## src/rtl/instruction_sequencer.sv

```systemverilog
// Issue controller: pulls instructions from the instruction memory and hands each
// to the execution unit named in its header, honouring barrier/halt and per-unit credit.
module instruction_sequencer #(
  parameter int INST_W  = 64,
  parameter int ADDR_W  = 8,
  parameter int UNIT_W  = 2,
  parameter int MAX_OUT = 4
) (
  input  logic                        clk,
  input  logic                        rst_n,
  input  logic                        start,
  input  logic [ADDR_W-1:0]           program_length,
  output logic [ADDR_W-1:0]           instruction_count,
  input  logic [INST_W-1:0]           inst,
  input  logic                        inst_valid,
  output logic                        advance_pointer,
  output logic [(1<<UNIT_W)-1:0]      dispatch_valid,
  input  logic [(1<<UNIT_W)-1:0]      dispatch_ready,
  output logic [INST_W-1:0]           dispatch_inst,
  input  logic [(1<<UNIT_W)-1:0]      unit_done,
  output logic                        busy,
  output logic                        done,
  output logic                        error
);

  localparam int NUM_UNITS = 1 << UNIT_W;
  localparam int CNT_W     = $clog2(MAX_OUT + 1);

  typedef enum logic [1:0] {
    S_IDLE,
    S_ISSUE,
    S_DRAIN,
    S_DONE
  } state_t;

  state_t                state;
  logic [CNT_W-1:0]      outstanding [NUM_UNITS];
  logic [UNIT_W-1:0]     hdr_unit;
  logic                  hdr_barrier;
  logic                  hdr_halt;
  logic                  all_idle;
  logic                  eligible;
  logic [NUM_UNITS-1:0]  xfer_vec;
  logic [NUM_UNITS-1:0]  underflow_vec;

  // Credit update: a simultaneous issue and retire cancel; a retire at zero clamps.
  function automatic logic [CNT_W-1:0] next_count(input logic [CNT_W-1:0] cnt,
                                                  input logic inc, input logic dec);
    logic [CNT_W-1:0] res;
    res = cnt;
    if (inc && !dec)
      res = cnt + CNT_W'(1);
    else if (dec && !inc && cnt != '0)
      res = cnt - CNT_W'(1);
    return res;
  endfunction

  assign hdr_unit    = inst[INST_W-1 -: UNIT_W];
  assign hdr_barrier = inst[INST_W-UNIT_W-1];
  assign hdr_halt    = inst[INST_W-UNIT_W-2];

  always_comb begin
    all_idle      = 1'b1;
    underflow_vec = '0;
    for (int u = 0; u < NUM_UNITS; u++) begin
      if (outstanding[u] != '0)
        all_idle = 1'b0;
      underflow_vec[u] = unit_done[u] && !xfer_vec[u] && (outstanding[u] == '0);
    end
  end

  // Eligibility only depends on counters that can merely fall during a stall,
  // so a raised dispatch_valid stays up until the unit accepts.
  always_comb begin
    eligible = (state == S_ISSUE) && inst_valid && !hdr_halt &&
               (!hdr_barrier || all_idle) &&
               (outstanding[hdr_unit] < CNT_W'(MAX_OUT));
    dispatch_valid = eligible ? (NUM_UNITS'(1) << hdr_unit) : '0;
  end

  assign xfer_vec        = dispatch_valid & dispatch_ready;
  assign advance_pointer = |xfer_vec;
  assign dispatch_inst   = inst;

  always_ff @(posedge clk or negedge rst_n) begin
    if (!rst_n) begin
      state             <= S_IDLE;
      instruction_count <= '0;
      busy              <= 1'b0;
      done              <= 1'b0;
      error             <= 1'b0;
      for (int u = 0; u < NUM_UNITS; u++)
        outstanding[u] <= '0;
    end else begin
      case (state)
        S_IDLE: begin
          if (start) begin
            state             <= S_ISSUE;
            busy              <= 1'b1;
            instruction_count <= program_length;
          end
        end
        S_ISSUE: begin
          if (!inst_valid || hdr_halt)
            state <= S_DRAIN;
        end
        S_DRAIN: begin
          if (all_idle) begin
            state <= S_DONE;
            busy  <= 1'b0;
            done  <= 1'b1;
          end
        end
        default: ;
      endcase

      for (int u = 0; u < NUM_UNITS; u++)
        outstanding[u] <= next_count(outstanding[u], xfer_vec[u], unit_done[u]);

      if (|underflow_vec)
        error <= 1'b1;
    end
  end

endmodule

```

## config.mk

```make
export PLATFORM = sky130hd
export DESIGN_NAME = instruction_sequencer
export DESIGN_NICKNAME = d
export VERILOG_FILES = /design/src/rtl/instruction_sequencer.sv
export SDC_FILE = /design/constraint.sdc
export NUM_CORES = 1
export LEC_CHECK = 0
export CELL_PAD_IN_SITES_DETAIL_PLACEMENT = 1
export CELL_PAD_IN_SITES_GLOBAL_PLACEMENT = 1
export CORE_ASPECT_RATIO = 0.8
export CORE_MARGIN = 8
export CORE_UTILIZATION = 23
export CTS_CLUSTER_SIZE = 16
export DETAILED_ROUTE_END_ITERATION = 6
export PLACE_DENSITY = 0.79
export SYNTH_ARGS = -nofsm -noshare
export SYNTH_HDL_FRONTEND = slang
export SYNTH_SLANG_ARGS = --single-unit
```

## constraint.sdc

```tcl
create_clock -name clk -period 3 [get_ports clk]
set_input_delay 0.45 -clock clk [delete_from_list [all_inputs] [get_ports clk]]
set_output_delay 0.45 -clock clk [all_outputs]
set_load 0.03 [all_outputs]
```

# Word level (Yosys, flattened, before mapping)
# Index checks and enable logic that the tools add are counted.
[op_classes] add_sub_neg=8 n_lt_le_gt_ge=2 n_eq_ne=5 shift=1 n_mux=23 bitwise_logic=2 reduce_logical=54
[op_table] operator="$mux W3" n=10
[op_table] operator="$logic_and A1 B1 Y1" n=20
[op_table] operator="$reduce_bool A3 Y1" n=5
[op_table] operator="$add A3 B1 Y3 const B" n=4
[op_table] operator="$logic_not A3 Y1" n=4
[op_table] operator="$sub A3 B1 Y3 const B" n=4
[op_table] operator="$logic_not A1 Y1" n=11
[op_table] operator="$reduce_bool A2 Y1" n=5
[op_table] operator="$reduce_or A4 Y1" n=2
[op_table] operator="$bmux W3 S2" n=1
[op_table] operator="$mux W1" n=6
[op_table] operator="$mux W2" n=3
[op_table] operator="$pmux W2 S3" n=1
[op_table] operator="$and A4 B4 Y4" n=1
[op_table] operator="$mux W4" n=1
[op_table] operator="$ne A2 B2 Y1 const B" n=2
[op_table] operator="$reduce_and A2 Y1" n=2
[op_table] operator="$reduce_and A4 Y1" n=1
[op_table] operator="$shl A1 B2 Y4 const A" n=1
[op_table] operator="$ge A3 B3 Y1 const B" n=1
[op_table] operator="$lt A3 B3 Y1 const B" n=1
[op_table] operator="$not A2 Y3" n=1
[op_table] operator="$reduce_and A3 Y1" n=1
[op_table] operator="$eq A2 B1 Y1 const B" n=1
[op_table] operator="5 further kinds" n=6
[word_totals] register_bits=25 out_inout_bits=80 word_cells=104

# Depth between registers and ports, before layout
[logic_depth] depth_word=15 depth_mapped=11 ltp_nobuf=10

# Worst setup path before layout
# Ideal clock, no wire load.
[synth_path] path_kind="register to register" startpoint="reg outstanding[11] (netlist bit)" endpoint="reg outstanding[10] (netlist bit)" setup_time_ns=0.129 t_arrival_ns=2.628 required_time_ns=2.871 setup_slack_ns=0.243 path_stages_with_launch=10 period_less_slack_ns=2.757 cell_sequence="dfrtp_1 -> nor4_2 -> a41oi_1 -> buf_4 -> nand4b_4 -> or2_2 -> fa_1 -> o211ai_1 -> mux2i_1 -> a2111o_1"
[synth_via] elab_chain_cells=14 word_cells_on_any_way=20 cone_classes="1 x order compare; 9 x mux; 1 x bitwise; 9 x reduce/logical"
[synth_rtl] element="from (decl)" line_no="37" rtl="logic [CNT_W-1:0] outstanding [NUM_UNITS];"
[synth_rtl] element="from (signal, indexed assignment)" line_no="118" rtl="outstanding[u] <= next_count(outstanding[u], xfer_vec[u], unit_done[u]);"
[synth_rtl] element="parallel branches: the longest is 14 deep, another holds $lt A3 B3 Y1"
# Several ways; the timed one is not identified. The select of a mux whose other input is x is not followed.
# A chain may end at the register's enable or synchronous reset.

# Worst setup path in the final report
[layout_path] startpoint="in inst[61]" endpoint="out advance_pointer"
[layout_via] elab_chain_cells=7
[layout_rtl] element="from (decl)" line_no="14" rtl="input logic [INST_W-1:0] inst,"
[layout_rtl] element="$logic_not A1 Y1" line_no="76" rtl="(!hdr_barrier || all_idle) &&"
[layout_rtl] element="$logic_or A1 B1 Y1" line_no="76"
[layout_rtl] element="$logic_and A1 B1 Y1" line_no="75" rtl="eligible = (state == S_ISSUE) && inst_valid && !hdr_halt &&"
[layout_rtl] element="$logic_and A1 B1 Y1" line_no="76"
[layout_rtl] element="$mux W4" line_no="78" rtl="dispatch_valid = eligible ? (NUM_UNITS'(1) << hdr_unit) : '0;"
[layout_rtl] element="$and A4 B4 Y4" line_no="81" rtl="assign xfer_vec = dispatch_valid & dispatch_ready;"
[layout_rtl] element="$reduce_or A4 Y1" line_no="82" rtl="assign advance_pointer = |xfer_vec;"
[layout_rtl] element="to (decl)" line_no="16" rtl="output logic advance_pointer,"
# Every way passes these cells.

==> impl_metrics.env <==
export IMPL_status="completed"
export IMPL_remaining_drc_errors=0
export IMPL_start_util=0.234
export IMPL_core_um2=9000
export IMPL_fin_ws_ps=196
export IMPL_hold_depth=1
export IMPL_finalNetCount=320
export IMPL_holdWs_ps=484
export IMPL_synthXorXnorAreaFrac=0.00831
export IMPL_synth_most_common_cell="buf_4"
export IMPL_rr_worst_depth=10
export IMPL_relSlewSlack=0.684
export IMPL_diodes=0
export IMPL_fillCellCount=1067
export IMPL_synth_top_area_cell="dfrtp_1"
export IMPL_ant_nets=0
export IMPL_dp_hpwl_mm=4.17
export IMPL_std_cell_rows=31
export IMPL_path_depth=8
export IMPL_cts_sinks=25
export IMPL_syn_area_um2=2110
export IMPL_cp_data_arrival_time_ps=2350
export IMPL_yosysUniqueCellTypes=41
export IMPL_routed_wl_mm=5.24
export IMPL_grt_usage=0.0863
export IMPL_top_level_ports=164
export IMPL_clock_latency_ps=260
export IMPL_hold_viol=0
export IMPL_critPathMaxFanout=8
export IMPL_period_minus_slack_ps=2800
export IMPL_cp_end_kind="output port"
export IMPL_portBuffers=43
export IMPL_path_cells="clkdlybuf4s50_1 > inv_1 > a41oi_1 > nand4b_4 > buf_4 > o21ai_0 > or3_1 > buf_4"
export IMPL_yosysWarnings=0
export IMPL_crit_path_top_delay_cell="clkdlybuf4s50_1"
export IMPL_drv_cap=0
export IMPL_fin_tns_setup_ps=0
export IMPL_dieArea_um2=12500
export IMPL_crit_family="buffers and inverters"
export IMPL_path_class="in -> out"
export IMPL_rsz0062_at_grt="no"
export IMPL_pwr_density_cell_nw_per_um2=837
export IMPL_synthAdderAreaFrac=0.0618
export IMPL_gp_congestion=0.781
export IMPL_worst_slew_pin_transition_ps=468
export IMPL_finalSetupViolations=0
export IMPL_grt_max_degree=26
export IMPL_start_kind="input pin"
export IMPL_yosys_area_share_simple=0.191
export IMPL_synthTopCellsByCount="buf_4, dfrtp_1, nor2_1"
export IMPL_finalClockSkew_ps=10.9
export IMPL_dr_total_vias=1575
export IMPL_required_ps=2550
export IMPL_antenna_found_initial=0
export IMPL_grt_pass1_vias=1713
export IMPL_final_layout_size_suffix_gt1_frac=0.176
export IMPL_worstHoldPathType="reg -> reg"
export IMPL_synthMuxAreaShare=0.0873
export IMPL_cts_setup_buffers=0
export IMPL_avgSynthCellArea_um2=9.04
export IMPL_cp_common_cell="buf_4"
export IMPL_dr_pass1_iters=4
export IMPL_clk_pin_slew_ps=70
export IMPL_pre_cts_slack_ps=3.07
export IMPL_synth_edf_count=0
export IMPL_drt_iter0_drc=54
export IMPL_synth_compound_area_share=0.0956
export IMPL_dieWidth_um=123
export IMPL_synthCells=233
export IMPL_synthFlopType="dfrtp_1"
export IMPL_root_buffer="clkbuf_16"
export IMPL_critical_path_max_stage_delay_ps=530
export IMPL_crit_buf_inv=4
export IMPL_die_y_um=102
export IMPL_synth_nets=325
export IMPL_grt_pass1_wl_mm=8.64
export IMPL_fmax_mhz=357
export IMPL_period_share=0.935
export IMPL_cts_htree_levels=1
export IMPL_p_leak_nw=1.02
export IMPL_synth_top_area_frac=0.297
export IMPL_synth_area_leaders="dfrtp_1, buf_4, mux2_2"
export IMPL_drv_slew=0
export IMPL_cts_tree="yes"
export IMPL_avgRoutedWirePerCell_um=15.3
export IMPL_grt_overflow=0
export IMPL_yosysSeqAreaShare=0.297
export IMPL_clockBufferDepth=2
export IMPL_cts_buffers=3
export IMPL_synth_top_family_by_area="buffers and inverters"
export IMPL_ir_drop_uv=395
export IMPL_synthArstFlopShare=1.00
export IMPL_vias_per_cell=4.61
export IMPL_ys_seq_elements=25
export IMPL_area_growth_pct=12.8
==> cell type report <==
class,instances,area [um^2],share of cell area
clock inverter,1,5.00,0.00211
sequential,25,626,0.263
inverter,12,45.0,0.0189
timing repair buffer,58,537,0.226
tap,115,144,0.0605
clock buffer,3,75.1,0.0316
multi-input combinational,128,946,0.398
==> worst paths after layout <==
kind | start | end | slack [ps]
min in group asynchronous | rst_n | outstanding[5] | 560
hold / removal | done | done | 480
max in group asynchronous | rst_n | instruction_count[7] | 2160
setup reg to reg | state[1] | outstanding[8] | 210
hold reg to reg | done | done | 480
setup / recovery | inst[61] | advance_pointer | 200
==> registers in the layout (all words and copies together), names as in the netlist <==
signal and flops:
outstanding 12, done 1, state 2, instruction_count 8, error 1, busy 1
==> layer usage <==
metal,share of wire,global-route usage,vias up
met3,0.081,0.0379,12
met4,0.0055,0.0166,0
met1,0.43,0.0977,789
met5,0,0,-
met2,0.48,0.148,45
li1,-,-,729
==> power breakdown <==
| part | total [W] | internal (W) | leakage (nW) | switching (W) |
|---|---|---|---|---|
| Sequential | 0.000669 | 0.000493 | 0.293 | 0.000177 |
| Clock | 0.000307 | 0.000180 | 0.0409 | 0.000127 |
| Combinational | 0.00101 | 0.000503 | 0.688 | 0.000511 |
==> through the flow <==
stage	instance area, um^2	cells	power (W)	utilization
2_1_floorplan	2110	233	0.00144	-
3_3_place_gp	2290	338	0.00163	0.254
3_5_place_dp	2290	338	0.00169	0.254
4_1_cts	2360	342	0.00201	0.263
5_1_grt	2380	342	0.00215	0.264
6_report	2380	342	0.00199	0.264
==> cells by family after synthesis <==
logic type                 after synthesis
buffers and inverters                   80
and+or+nand+nor                         71
adders and majority gates                8
AOI/OAI and AO/OA                       30
muxes                                   17
DFF                                     25
xor gates and xnor gates                 2
==> cells in the final DEF, fill, tap and decap left out, drive strengths merged, types with 4 or more instances in the layout <==
| cell type | instances |
|---|---|
| nor3 | 8 |
| nor2 | 19 |
| ha | 4 |
| o21ai | 11 |
| or3 | 4 |
| fa | 4 |
| inv | 12 |
| mux2i | 6 |
| clkdlybuf4s50 | 38 |
| nand2 | 13 |
| dfrtp | 25 |
| nand2b | 5 |
| buf | 18 |
| mux2 | 11 |
==> repair_timing <==
action                                 4_1_cts  5_1_grt
cloned                                       0        0
setup endpoints to repair                    1        3
hold buffers                                 0        0
gates resized for setup                      1        3
endpoints found under the hold margin        0        0
No activity file was read; power rests on OpenSTA's default activity.
